===== config.mk =====
export PLATFORM = sky130hd
export DESIGN_NAME = sum_result_fifo_flat
export DESIGN_NICKNAME = d
export VERILOG_FILES = /design/src/rtl/sum_result_fifo_if.sv /design/src/rtl/sum_result_fifo.sv /design/src/flat_wrapper.sv
export SDC_FILE = /design/constraint.sdc
export NUM_CORES = 1
export LEC_CHECK = 0
export ABC_AREA = 1
export CORE_MARGIN = 2
export CORE_UTILIZATION = 30
export DETAILED_ROUTE_END_ITERATION = 10
export PLACE_DENSITY = 0.56
export SLEW_MARGIN = 40
export SYNTH_ARGS = -nofsm -noshare
export SYNTH_HDL_FRONTEND = slang
export SYNTH_SLANG_ARGS = --single-unit

===== constraint.sdc =====
create_clock -name clk_i -period 1.8 [get_ports clk_i]
set_input_delay 0.54 -clock clk_i [delete_from_list [all_inputs] [get_ports clk_i]]
set_output_delay 0.54 -clock clk_i [all_outputs]
set_load 0.005 [all_outputs]

===== src/rtl/sum_result_fifo_if.sv =====
// Result handshake between sum_result_fifo and the next stage.
// The mean field exists only when SUM_MEAN_EN is defined.
interface sum_result_fifo_if #(
  parameter int unsigned n = 32
);
  logic         valid;
  logic         ready;
  logic [n:0]   res;
`ifdef SUM_MEAN_EN
  logic [n-1:0] mean;
`endif

`ifdef SUM_MEAN_EN
  modport master (output valid, output res, output mean, input ready);
  modport slave  (input valid, input res, input mean, output ready);
`else
  modport master (output valid, output res, input ready);
  modport slave  (input valid, input res, output ready);
`endif
endinterface


===== src/rtl/sum_result_fifo.sv =====
// Captures adder results on the rising edge of fl_end_i into a first-word-fall-through FIFO.
// Optional mean storage and output are enabled by defining SUM_MEAN_EN.
module sum_result_fifo #(
  parameter int unsigned n     = 32,
  parameter int unsigned m     = 4,
  parameter int unsigned DEPTH = 4
) (
  input  logic                         clk_i,
  input  logic                         rst_i,
  input  logic [n-1:0]                 sum_i,
  input  logic                         c_i,
  input  logic                         fl_end_i,
  sum_result_fifo_if.master            deq,
  output logic [$clog2(DEPTH+1)-1:0]   count_o,
  output logic                         full_o,
  output logic                         ovf_o
);

  localparam int unsigned PtrW   = $clog2(DEPTH);
  localparam int unsigned CntW   = $clog2(DEPTH + 1);
  localparam int unsigned MShift = $clog2(m);
  localparam logic [CntW-1:0] DepthCnt = CntW'(DEPTH);

  logic            fl_d_q;
  logic [PtrW-1:0] wr_ptr_q, rd_ptr_q, rd_ptr_d;
  logic [CntW-1:0] count_q, count_d;
  logic            valid_q, full_q, ovf_q;
  logic [n:0]      res_q, res_d, new_res;
  logic [n:0]      res_mem_q [DEPTH];
  logic            cap, pop, push_acc, drop, bypass;

`ifdef SUM_MEAN_EN
  logic [n-1:0] mean_q, mean_d, new_mean;
  logic [n-1:0] mean_mem_q [DEPTH];
`endif

  always_comb begin
    cap      = fl_end_i & ~fl_d_q;
    pop      = valid_q & deq.ready;
    push_acc = cap & ((count_q < DepthCnt) | pop);
    drop     = cap & ~push_acc;
    new_res  = {c_i, sum_i};
    rd_ptr_d = pop ? rd_ptr_q + PtrW'(1) : rd_ptr_q;

    count_d = count_q;
    if (push_acc && !pop) begin
      count_d = count_q + CntW'(1);
    end else if (pop && !push_acc) begin
      count_d = count_q - CntW'(1);
    end

    // The incoming word becomes the head when it lands where the read pointer will point.
    bypass = push_acc & (wr_ptr_q == rd_ptr_d);
    res_d  = bypass ? new_res : res_mem_q[rd_ptr_d];
  end

`ifdef SUM_MEAN_EN
  always_comb begin
    new_mean = n'(new_res >> MShift);
    mean_d   = bypass ? new_mean : mean_mem_q[rd_ptr_d];
  end
`endif

  always_ff @(posedge clk_i or negedge rst_i) begin
    if (!rst_i) begin
      fl_d_q   <= 1'b1;
      wr_ptr_q <= '0;
      rd_ptr_q <= '0;
      count_q  <= '0;
      valid_q  <= 1'b0;
      full_q   <= 1'b0;
      ovf_q    <= 1'b0;
      res_q    <= '0;
      for (int i = 0; i < DEPTH; i++) begin
        res_mem_q[i] <= '0;
      end
    end else begin
      fl_d_q   <= fl_end_i;
      rd_ptr_q <= rd_ptr_d;
      count_q  <= count_d;
      valid_q  <= (count_d != '0);
      full_q   <= (count_d == DepthCnt);
      res_q    <= res_d;
      if (drop) begin
        ovf_q <= 1'b1;
      end
      if (push_acc) begin
        res_mem_q[wr_ptr_q] <= new_res;
        wr_ptr_q            <= wr_ptr_q + PtrW'(1);
      end
    end
  end

`ifdef SUM_MEAN_EN
  always_ff @(posedge clk_i or negedge rst_i) begin
    if (!rst_i) begin
      mean_q <= '0;
      for (int i = 0; i < DEPTH; i++) begin
        mean_mem_q[i] <= '0;
      end
    end else begin
      mean_q <= mean_d;
      if (push_acc) begin
        mean_mem_q[wr_ptr_q] <= new_mean;
      end
    end
  end

  assign deq.mean = mean_q;
`endif

  assign deq.valid = valid_q;
  assign deq.res   = res_q;
  assign count_o   = count_q;
  assign full_o    = full_q;
  assign ovf_o     = ovf_q;

endmodule


===== src/flat_wrapper.sv =====
// flat-port wrapper written by rule: the top's interface ports become plain ports
module sum_result_fifo_flat 
#(
  parameter int unsigned n     = 32,
  parameter int unsigned m     = 4,
  parameter int unsigned DEPTH = 4
)
  (clk_i, rst_i, sum_i, c_i, fl_end_i, count_o, full_o, ovf_o, deq_valid, deq_res, deq_ready);
  sum_result_fifo_if #(.n(n)) deq_i ();
  input  logic clk_i;
  input  logic rst_i;
  input  logic [n-1:0] sum_i;
  input  logic c_i;
  input  logic fl_end_i;
  output logic [$clog2(DEPTH+1)-1:0] count_o;
  output logic full_o;
  output logic ovf_o;
  output wire logic [$bits(deq_i.valid)-1:0] deq_valid;
  output wire logic [$bits(deq_i.res)-1:0] deq_res;
  input wire logic [$bits(deq_i.ready)-1:0] deq_ready;
  assign deq_valid = deq_i.valid;
  assign deq_res = deq_i.res;
  assign deq_i.ready = deq_ready;
  sum_result_fifo #(.n(n), .m(m), .DEPTH(DEPTH)) u_core (.clk_i(clk_i), .rst_i(rst_i), .sum_i(sum_i), .c_i(c_i), .fl_end_i(fl_end_i), .deq(deq_i), .count_o(count_o), .full_o(full_o), .ovf_o(ovf_o));
endmodule

Word level (Yosys, flattened, before mapping)
Cells that the tools add are included.
{ "word_totals": {"reg_bits": 176, "latchBits": 0, "ram_bits": 0, "rom_bits": 0, "input_bits": 37, "output_inout_bits": 39, "wordCells": 48, "n_memories": 0} }
{ "classes": {"n_addsub": 4, "mul": 0, "div": 0, "order_cmp": 4, "eq_ne": 2, "shifts": 0, "muxes": 10, "bitwise": 10, "n_reduce_logical": 6} }
{ "ops": {"columns": ["op", "n"], "rows": [
  ["bitwise mux 132 bit", 1],
  ["2-to-1 mux 33 bit", 4],
  ["binary-select mux 33 bit (select 2 bit)", 1],
  ["demux 33 bit (select 2 bit)", 1],
  [">= comparator 3 bit (second input constant)", 2],
  ["2-to-1 mux 3 bit", 2],
  ["inverter 2 -> 3 bit", 2],
  ["bitwise AND 1 bit", 5],
  ["adder 2 x 1 -> 2 bit (second input constant)", 2],
  ["adder 3 x 1 -> 3 bit (second input constant)", 1],
  ["== test 3 bit (second input constant)", 1],
  ["logical AND 1 bit", 3],
  ["< comparator 3 x 1 -> 1 bit (second input constant)", 1],
  ["< comparator 3 bit (second input constant)", 1],
  ["nonzero test 3 bit", 1],
  ["subtractor 3 x 1 -> 3 bit (second input constant)", 1],
  ["== test 2 bit", 1],
  ["logical NOT 1 bit", 2],
  ["2-to-1 mux 2 bit", 1],
  ["inverter 1 bit", 2],
  ["bitwise OR 1 bit", 1]
]} }

Logic depth before layout (Yosys ltp)
{ "depth": {"depth_word": 8, "depth_mapped": 10, "mapped_depth_nobuf": 9} }

Worst setup path before layout
No wires, ideal clock.
{ "synth_timing": {"kind": "in2reg", "from": "input port deq_ready", "to": "register u_core.res_q[10], in the netlist u_core.deq.res[10]", "setup_ns": 0.116, "arrival_ns": 1.426, "t_required_ns": 1.684, "setup_slack_ns": 0.257, "cell_stages": 10, "n_path_buf": 2, "cell_sequence": "nand2_2 -> nand2_2 -> nand2_2 -> buf_2 -> buf_2 -> nand2_1 -> nand3_1 -> nand2_1 -> nand2_1 -> nand2_1"} }
{ "synth_via": {"elab_chain_cells": 7, "word_cells_on_any_way": 11, "cone_classes": "eq/ne (1); mux (5); bitwise (5)"} }
{ "synth_lines": {"columns": ["element", "line", "text"], "rows": [
  ["start: declaration", "flat_wrapper.sv:20", "input wire logic [$bits(deq_i.ready)-1:0] deq_ready;"],
  ["bitwise AND 1 bit *", "sum_result_fifo.sv:39", "pop = valid_q & deq.ready;"],
  ["2-to-1 mux 2 bit", "sum_result_fifo.sv:43", "rd_ptr_d = pop ? rd_ptr_q + PtrW'(1) : rd_ptr_q;"],
  ["inverter 2 -> 3 bit (implied by the code)", "sum_result_fifo.sv:54", "res_d = bypass ? new_res : res_mem_q[rd_ptr_d];"],
  ["binary-select mux 33 bit (select 2 bit)", "sum_result_fifo.sv:54", null],
  ["2-to-1 mux 33 bit (implied by the code) (2 in a row)", "sum_result_fifo.sv:54", null],
  ["2-to-1 mux 33 bit *", "sum_result_fifo.sv:54", null],
  ["net u_core.res_d[10]", "sum_result_fifo.sv:28", "logic [n:0] res_q, res_d, new_res;"],
  ["end signal: assignment", "sum_result_fifo.sv:83", "res_q <= res_d;"],
  ["end: declaration", "sum_result_fifo.sv:28", null]
]} }
The timed path passes the listed nets; every way through them passes the cells marked *. The select of a mux whose other input is x is not followed.
A chain may end at the register's enable or synchronous reset.

Final worst setup path
{ "layout_timing": {"from": "register u_core.res_q[32], in the netlist u_core.deq.res[32]", "to": "output port deq_res[32]"} }
{ "layout_rtl": {"columns": ["element", "line", "text"], "rows": [
  ["end: declaration", "flat_wrapper.sv:19", "output wire logic [$bits(deq_i.res)-1:0] deq_res;"]
]} }
No word-level cell between the ends.

==> results.ini <==
[status]
outcome=complete, no violations

[timing]
slew_headroom_pct=72.8
setup_slack_ns=0.143
fmax_ghz=0.604
fin_crit_ns=1.66
finalSetupViolations=0
setup_tns_ns=0
rsz0062_at_grt=false
hold_violations=0
tightest_slew_ns=0.409
drv_slew=0
fin_crit_sh_pct=92.0
clock_skew_ns=0.00857

[power]
power_density_nw_per_um2=1780
p_leak_nw=5.41
vdd_drop_max_mv=0.708
power_w=0.0184

[clock_network]
cts_tree=yes
clk_latency_ns=0.43
numCtsBuffers=17
cts.sinks=176
hold_buffers=0
cts_root_buf=clkbuf_16
path_clk_slew_ns=0.06
clockBufferDepth=2
htree_levels=4

[global_routing]
grt_pass1_vias=6576
grt_antenna_before_repair=0
grt_max_degree=39
grt_pass1_wl_um=34100
grt_use_total_pct=15.1
gr-total-overflow=0

[place]
finalWeightedCongestion=0.753
io_buffer_count=75
post-place-ws_ns=-0.417
dp_hpwl_um=12900
dp.cells=1413

[synthesis]
synth-xor-area-share_pct=0.109
synth_cell_types=23
synthTopCellsByCount=413 x nand2_1, 175 x dfrtp_1, 114 x o21ai_0
synth-edff-count=0
synthMuxAreaShare_pct=0
synth_compound_area_share_pct=8.47
ys_ff_latch=176
ys_warn_count=0
syn_inst=1003
synth_most_common_cell=nand2_1
synthFlopType=dfrtp_1
synth_top_area_share_pct=54.3
yosys.area.top_type=dfrtp_1
syn_nets=1046
synth_fa_ha_area_share_pct=0.931
synth_top_family_by_area=simple AND/OR/NAND/NOR gates
postSynth.asyncResetShare_pct=100
synth_area_leaders=dfrtp_1 54%, nand2_1 19%, o21ai_0 7.1%, nand3_1 4.5%, inv_1 3.8%
synth-simple-area-share_pct=28.2
ys_seq_area_share_pct=54.6
synth_area_per_cell_um2=8.04
synth_area_um2=8060

[floorplanning]
initial_core_util_pct=30.3
io_pins=76
std_cell_rows=60
die_x_um=168
core_um2=26700
die-area_um2=28200
chipHeight_um=168

[layout]
nets=1138
area_delta_synth_final_pct=27.8
drive_above_1_share_pct=10.0
instances_no_fill=1449
fillers=2705
antenna_cells=0
finalCoreUtilization_pct=38.7

[worst_setup_path]
reg2reg_to=u_core.deq.res[5]
critical-path-top-delay-family=flip-flops
regToRegStartpoint=u_core.deq.valid
setup.worst_path.start_class=flip-flop
worstRegToRegCells=10
cp.arrival_ns=1.12
crit_type=reg -> out
critPathMaxFanout=1
crit_required_ns=1.26
cp-end-kind=primary output
r2r_slack_ns=0.20
cp_cell_sequence=dlygate4sd2_1
cp_slowest_cell=dfrtp_1
critPathMaxStageDelay_ns=0.41
path_buf_inv=1

[drt]
viasPerCell=4.52
drt_wl_total_um=19800
drtIter0Drc=448
drc=0
wl_per_cell_um=13.7
ant_nets=0
dr.pass1.iters=5
num_vias=6549

[job]
drv_cap=0

[hold_path]
hold_path_class=in -> async

-- through the flow --
step / area (um^2) / hold WS, ns
4_1_cts: 10300 / 0.0295
6_report: 10300 / 0.0308
5_1_grt: 10300 / 0.0376
3_3_place_gp: 9760 / 0.458
3_5_place_dp: 9760 / 0.464
2_1_floorplan: 8060 / 0.244
-- power by group --
group	leakage (nW)	internal, W	switching [W]	total (W)
combinational	2.94	0.00373	0.00445	0.00818
clock	0.265	0.00189	0.00156	0.00346
sequential	2.20	0.00585	0.000862	0.00672
total	5.41	0.0115	0.00687	0.0184
-- placed cells by master (no fill, tap or decap), types with 2 or more instances in the layout --
cell type        count
nand2_1            410
dlymetal6s2s_1       5
buf_12              30
nand3_1             73
o21ai_1             21
nor2_1               5
clkinvlp_4           3
nand3b_1            33
dlygate4sd2_1       35
inv_2                3
clkbuf_1             2
nand2_2             12
o21ai_0            113
clkbuf_8             3
buf_4               29
inv_6                2
inv_1               82
dfrtp_1            174
clkinv_4             2
clkdlybuf4s50_1     34
clkbuf_16           17
ha_1                 6
clkinv_2             2
-- layout make-up --
type / instances / area [um^2] / share of cell area [%]
inverter: 86 / 325 / 3.16
tap: 341 / 427 / 4.14
sequential: 176 / 4410 / 42.7
clock buffer: 22 / 474 / 4.60
timing repair buffer: 134 / 1540 / 14.9
multi-input combinational: 680 / 3060 / 29.7
clock inverter: 10 / 78.8 / 0.765
-- metal layers --
layer / GRT usage [%] / routed length [um]
met3: 2.49 / 649
met2: 25.2 / 9300
met4: 4.31 / 265
met5: 0 / 0
met1: 20.3 / 9590
-- what timing repair did --
action,4_1_cts,5_1_grt
pin swaps,0,1
gates resized for setup,36,6
endpoints found under the setup margin,35,45
setup buffers,4,0
-- cells by family (layout without fill, tap and decap cells) --
family          Yosys count  count (layout)
buf+inv                 147             252
fa+ha+maj                 6               6
simple gates            537             537
xor+xnor                  1               1
compound gates          136             136
flops                   176             176
-- flip-flops by register name (all words and copies together) (netlist names) --
| signal | cells |
|---|---|
| u_core.wr_ptr_q | 2 |
| u_core.deq.res | 33 |
| u_core.fl_d_q | 1 |
| u_core.res_mem_q | 132 |
| u_core.deq.valid | 1 |
| u_core.count_o | 3 |
| u_core.rd_ptr_q | 2 |
| u_core.full_o | 1 |
| u_core.ovf_o | 1 |
-- worst max-delay path by stage --
stage / slack (ns) / from / depth (start not counted) / to
global placement: -0.40 / deq_ready / 11 / u_core.deq.res[26]
finish: 0.14 / u_core.deq.res[32] / 1 / deq_res[32]
floorplan: 0.26 / deq_ready / 10 / u_core.deq.res[10]
global route: 0.007 / fl_end_i / 10 / u_core.deq.valid
detailed placement: -0.42 / deq_ready / 10 / u_core.deq.res[31]
CTS: 0.003 / u_core.deq.res[4] / 1 / deq_res[4]
Note: power is estimated with default switching activity, not from simulation.
